## config.mk

```make
export PLATFORM = sky130hd
export DESIGN_NAME = i2c_target_regbank
export DESIGN_NICKNAME = d
export VERILOG_FILES = /design/src/rtl/i2c_target_regbank.sv
export SDC_FILE = /design/constraint.sdc
export NUM_CORES = 1
export LEC_CHECK = 0
export BUFFER_PORTS_ARGS = -buffer_cell sky130_fd_sc_hd__buf_2
export CAP_MARGIN = 10
export CORE_UTILIZATION = 39
export CTS_CLUSTER_SIZE = 10
export DETAILED_ROUTE_END_ITERATION = 16
export GPL_TIMING_DRIVEN = 0
export PLACE_DENSITY = 0.6
export REMOVE_ABC_BUFFERS = 1
export SLEW_MARGIN = 25
export SYNTH_ARGS = -nofsm -noshare
export SYNTH_HDL_FRONTEND = slang
export SYNTH_SLANG_ARGS = --single-unit
```

## constraint.sdc

```tcl
create_clock -name clk_i -period 2.1 [get_ports clk_i]
set_input_delay 0.21 -clock clk_i [delete_from_list [all_inputs] [get_ports clk_i]]
set_output_delay 0.21 -clock clk_i [all_outputs]
set_load 0.02 [all_outputs]
```

## src/rtl/i2c_target_regbank.sv

```systemverilog
// I2C target with a small byte register bank: START/STOP decode, 7-bit address match,
// pointer-based writes/reads with auto-increment, plus a local bank access port.
module i2c_target_regbank #(
  parameter logic [6:0]  TargetAddr = 7'h42,
  parameter int unsigned NRegs      = 8,
  parameter int unsigned Aw         = 3
) (
  input  logic          clk_i,
  input  logic          rst_i,
  input  logic          scl_i,
  input  logic          sda_i,
  output logic          sda_oe_o,
  input  logic [Aw-1:0] loc_addr_i,
  input  logic [7:0]    loc_wdata_i,
  input  logic          loc_we_i,
  output logic [7:0]    loc_rdata_o,
  output logic          i2c_wr_pulse_o,
  output logic [Aw-1:0] i2c_wr_addr_o,
  output logic          busy_o
);

  typedef enum logic [3:0] {
    StIdle, StAddr, StAddrAck, StPtr, StPtrAck,
    StWdata, StWdataAck, StRdata, StRdataAck, StIgnore
  } state_e;

  state_e        state_q;
  logic [1:0]    scl_sync_q, sda_sync_q;
  logic          scl_prev_q, sda_prev_q;
  logic [3:0]    cnt_q;
  logic [7:0]    shift_q;
  logic [Aw-1:0] ptr_q;
  logic          ack_q;
  logic          sda_oe_q, busy_q, wr_pulse_q;
  logic [Aw-1:0] wr_addr_q;
  logic [7:0]    loc_rdata_q;
  logic [7:0]    bank_q [NRegs];

  logic scl_s, sda_s, scl_rise, scl_fall, start_det, stop_det;

  assign scl_s     = scl_sync_q[1];
  assign sda_s     = sda_sync_q[1];
  assign scl_rise  = scl_s & ~scl_prev_q;
  assign scl_fall  = ~scl_s & scl_prev_q;
  assign start_det = scl_s & scl_prev_q & sda_prev_q & ~sda_s;
  assign stop_det  = scl_s & scl_prev_q & ~sda_prev_q & sda_s;

  // Synchronizers reset to the idle-bus level so reset release never fakes an edge.
  always_ff @(posedge clk_i) begin
    if (rst_i) begin
      scl_sync_q <= 2'b11;
      sda_sync_q <= 2'b11;
      scl_prev_q <= 1'b1;
      sda_prev_q <= 1'b1;
    end else begin
      scl_sync_q <= {scl_sync_q[0], scl_i};
      sda_sync_q <= {sda_sync_q[0], sda_i};
      scl_prev_q <= scl_sync_q[1];
      sda_prev_q <= sda_sync_q[1];
    end
  end

  always_ff @(posedge clk_i) begin
    if (rst_i) begin
      state_q     <= StIdle;
      cnt_q       <= '0;
      shift_q     <= '0;
      ptr_q       <= '0;
      ack_q       <= 1'b1;
      sda_oe_q    <= 1'b0;
      busy_q      <= 1'b0;
      wr_pulse_q  <= 1'b0;
      wr_addr_q   <= '0;
      loc_rdata_q <= '0;
      for (int i = 0; i < NRegs; i++) bank_q[i] <= '0;
    end else begin
      wr_pulse_q  <= 1'b0;
      loc_rdata_q <= bank_q[loc_addr_i];
      // Local write first: an I2C write to the same index later in this block wins.
      if (loc_we_i) bank_q[loc_addr_i] <= loc_wdata_i;
      if (stop_det) begin
        state_q  <= StIdle;
        sda_oe_q <= 1'b0;
        busy_q   <= 1'b0;
      end else if (start_det) begin
        state_q  <= StAddr;
        cnt_q    <= '0;
        sda_oe_q <= 1'b0;
      end else if (scl_rise) begin
        case (state_q)
          StAddr, StPtr: begin
            shift_q <= {shift_q[6:0], sda_s};
            cnt_q   <= cnt_q + 4'd1;
          end
          StWdata: begin
            shift_q <= {shift_q[6:0], sda_s};
            cnt_q   <= cnt_q + 4'd1;
            if (cnt_q == 4'd7) begin
              bank_q[ptr_q] <= {shift_q[6:0], sda_s};
              wr_pulse_q    <= 1'b1;
              wr_addr_q     <= ptr_q;
              ptr_q         <= ptr_q + Aw'(1);
            end
          end
          StRdata:    cnt_q <= cnt_q + 4'd1;
          StRdataAck: ack_q <= sda_s;
          default: ;
        endcase
      end else if (scl_fall) begin
        case (state_q)
          StAddr: begin
            if (cnt_q == 4'd8) begin
              cnt_q <= '0;
              if (shift_q[7:1] == TargetAddr) begin
                state_q  <= StAddrAck;
                sda_oe_q <= 1'b1;
                busy_q   <= 1'b1;
              end else begin
                state_q <= StIgnore;
                busy_q  <= 1'b0;
              end
            end
          end
          StAddrAck: begin
            cnt_q <= '0;
            if (shift_q[0]) begin
              state_q  <= StRdata;
              shift_q  <= bank_q[ptr_q];
              sda_oe_q <= ~bank_q[ptr_q][7];
              ptr_q    <= ptr_q + Aw'(1);
            end else begin
              state_q  <= StPtr;
              sda_oe_q <= 1'b0;
            end
          end
          StPtr: begin
            if (cnt_q == 4'd8) begin
              ptr_q    <= shift_q[Aw-1:0];
              sda_oe_q <= 1'b1;
              state_q  <= StPtrAck;
              cnt_q    <= '0;
            end
          end
          StPtrAck, StWdataAck: begin
            sda_oe_q <= 1'b0;
            state_q  <= StWdata;
            cnt_q    <= '0;
          end
          StWdata: begin
            if (cnt_q == 4'd8) begin
              sda_oe_q <= 1'b1;
              state_q  <= StWdataAck;
              cnt_q    <= '0;
            end
          end
          StRdata: begin
            if (cnt_q == 4'd8) begin
              sda_oe_q <= 1'b0;
              state_q  <= StRdataAck;
              cnt_q    <= '0;
            end else begin
              shift_q  <= {shift_q[6:0], 1'b1};
              sda_oe_q <= ~shift_q[6];
            end
          end
          StRdataAck: begin
            cnt_q <= '0;
            if (!ack_q) begin
              state_q  <= StRdata;
              shift_q  <= bank_q[ptr_q];
              sda_oe_q <= ~bank_q[ptr_q][7];
              ptr_q    <= ptr_q + Aw'(1);
            end else begin
              state_q  <= StIgnore;
              sda_oe_q <= 1'b0;
              busy_q   <= 1'b0;
            end
          end
          default: ;
        endcase
      end
    end
  end

  assign sda_oe_o       = sda_oe_q;
  assign loc_rdata_o    = loc_rdata_q;
  assign i2c_wr_pulse_o = wr_pulse_q;
  assign i2c_wr_addr_o  = wr_addr_q;
  assign busy_o         = busy_q;

endmodule

```

==> flow_summary.json <==
{
  "status": "finished clean",
  "synth_top_area_frac": 0.302,
  "ys.flop_type": "edfxtp_1",
  "place_congestion": 0.845,
  "synth.avg_cell_area_sq_um": 9.80,
  "nets": 683,
  "drt_iter0_drc": 503,
  "yosys_warnings": 0,
  "die_y_um": 130,
  "synth.area.top_cells": "edfxtp_1, dfxtp_1, mux4_2, nand2_1, o21ai_1",
  "slowest_delay_ns": 0.47,
  "layout-drive-gt1-share": 0.266,
  "cp_cell_sequence": "inv_2, ha_4, and4b_2, nand3_4, buf_12, nor4_4, buf_6, or3_4",
  "hold_class": "primary input to register",
  "seq_area_frac_synth": 0.437,
  "slew_headroom": 0.416,
  "grt_pass1_wl_mm": 28.2,
  "cp_top_family": "simple AND/OR/NAND/NOR gates",
  "end_kind": "register",
  "clk_latency_ns": 0.36,
  "tightest_slew_ns": 0.873,
  "first_global_vias": 4852,
  "dpl_cell_area_sq_mm": 0.00660,
  "area_delta_synth_final_pct": 14.5,
  "netlist_area_sq_mm": 0.00636,
  "antenna_found_initial": 0,
  "final_cell_area_sq_mm": 0.00728,
  "cts_sinks": 107,
  "hold_violations": 0,
  "dieWidth_um": 130,
  "clock-root-buffer": "clkbuf_16",
  "io_buffers": 29,
  "ios": 30,
  "leakagePower_uw": 0.00240,
  "design_power_total_uw": 4640,
  "synth_edf_count": 64,
  "dr.pass1.iters": 5,
  "fmax_mhz": 488,
  "antenna_cells": 0,
  "fin_cells": 882,
  "powerDensity_mw_per_mm2": 637,
  "multi_input_area_sq_mm": 0.00344,
  "via_per_inst": 5.93,
  "routed_wl_mm": 18.2,
  "drv_cap": 0,
  "period_share": 0.976,
  "ys_seq_elements": 107,
  "start_util": 0.400,
  "synthArstFlopShare": 0,
  "crit_required_ns": 2.19,
  "nFillCells": 1529,
  "drc": 0,
  "die_area_sq_mm": 0.0168,
  "ys_types": 61,
  "cp.arrival_ns": 2.14,
  "cts_inserted_buffers": 9,
  "irDropWorstVdd_mv": 0.417,
  "dpl.cell_count": 845,
  "cts_tree": "done",
  "grt_usage": 0.228,
  "avgRoutedWirePerCell_um": 20.6,
  "vias": 5230,
  "core_area_sq_mm": 0.0159,
  "path_class": "register to register",
  "clk_pin_slew_ns": 0.07,
  "crit_fanout": 11,
  "finalSetupViolCount": 0,
  "grt_max_degree": 43,
  "grt_overflow": 0,
  "holdWs_ns": 0.0330,
  "maxSlewViolCount": 0,
  "worst_clock_skew_ns": 0.0132,
  "rows": 46,
  "ant_nets": 0,
  "synthCells": 649,
  "dpl.hpwl_mm": 11.9,
  "start_kind": "register",
  "min_period_ns": 2.05,
  "seqCellArea_sq_mm": 0.00281,
  "slowest_stage": "or3_4",
  "cp_num_buf_inv": 3,
  "rsz0062_at_grt": "yes",
  "synth_top_area_cell": "edfxtp_1",
  "cts_buffer_depth": 2,
  "cts_max_level": 3
}
[where the power goes]
part           switching [uW]  internal [uW]  leakage [uW]
clock network             805           1080      0.000152
registers                51.8           2290       0.00101
logic                     239            164       0.00124
total                    1100           3540       0.00240
[cell usage after synthesis (9+ instances only)]
library cell and n:
o21ai_1 44, or2_2 9, edfxtp_1 64, dfxtp_1 43, nor2_1 21, buf_1 9, o21ai_0 36, mux4_2 32
nand2_1 154, clkbuf_1 21, inv_1 10, or3_1 14, nand2b_1 9, nor3_1 9, buf_4 11, mux2i_1 11
nand3_1 10, a21oi_1 27, buf_2 13
[cell type report]
cell class	count	area share
flip-flops and latches	107	0.386
clock inverters	5	0.0115
clock buffers	11	0.0333
inverters	12	0.00618
well taps	216	0.0371
multi-input cells	476	0.472
repair buffers	55	0.0536
[sequential cells by signal, indices dropped and copies added, names as in the netlist, named ones only]
name and count:
state_q 4, sda_sync_q 2, scl_prev_q 1, sda_oe_o 1
ptr_q 3, scl_sync_q 2, shift_q 8, busy_o 1
i2c_wr_addr_o 3, i2c_wr_pulse_o 1, ack_q 1, bank_q 64
sda_prev_q 1, loc_rdata_o 8, cnt_q 4
[final timing paths]
kind | cells after the start | slack [ns] | end | from
worst max register to register | 8 | 0.05 | bank_q[3][1] | scl_prev_q
worst max-delay path | 8 | 0.05 | bank_q[3][1] | scl_prev_q
worst min-delay path | 2 | 0.03 | scl_sync_q[0] | scl_i
worst min register to register | 1 | 0.41 | scl_sync_q[1] | scl_sync_q[0]
[through the flow]
| stage | utilization | setup TNS [ns] | setup WS [ns] |
|---|---|---|---|
| 2_1_floorplan | - | -72.71 | -0.826 |
| 6_report | 0.459 | 0 | 0.0502 |
| 5_1_grt | 0.459 | -0.0670 | -0.0123 |
| 4_1_cts | 0.450 | 0 | 0.00331 |
| 3_3_place_gp | 0.410 | -184.55 | -2.00 |
| 3_5_place_dp | 0.416 | -167.76 | -1.63 |
[placed cells by master (no fill, tap or decap), types with 7 or more instances in the layout]
cell type	Yosys	final
o21ai_1	44	43
nand2_1	154	154
dfxtp_2	0	7
mux2_2	8	8
o21ai_0	36	36
nor3_1	9	9
nand2b_1	9	9
nand3_1	10	10
nor4_4	7	10
buf_2	13	28
a21oi_1	27	26
or3_4	0	8
nor2_1	21	16
or2_2	9	9
mux4_2	32	32
clkbuf_16	0	9
inv_1	10	9
dfxtp_1	43	30
a211oi_1	8	7
edfxtp_1	64	64
a22oi_1	7	7
buf_4	11	18
mux2i_1	11	11
[cell families (layout without fill, tap and decap cells)]
logic type	Yosys count	in the layout	synth area share
AOI/OAI and AO/OA	150	150	0.139
xor gates and xnor gates	1	1	0.00138
adders and majority gates	6	6	0.0118
buffers and inverters	66	83	0.0480
DFF	107	107	0.437
muxes	51	51	0.145
and+or+nand+nor	268	268	0.217
[metal layers]
layer / global-route usage / wire length [um]
met1: 0.306 / 7640
met2: 0.364 / 8760
met3: 0.0492 / 1310
met4: 0.0862 / 453
met5: 0 / 0
[worst reg2reg max path, stage by stage, from the launching register on]
cell	delay, ns
dfxtp_2	0.36
inv_2	0.05
ha_4	0.16
and4b_2	0.25
nand3_4	0.10
buf_12	0.17
nor4_4	0.06
buf_6	0.17
or3_4	0.47
[timing repair]
item / in CTS / in global routing
buffers inserted: 14 / 7
pin swaps: 9 / 6
hold buffers: 0 / 0
setup endpoints to repair: 152 / 78
gates resized for setup: 26 / 26
(Power assumes the default switching activity.)
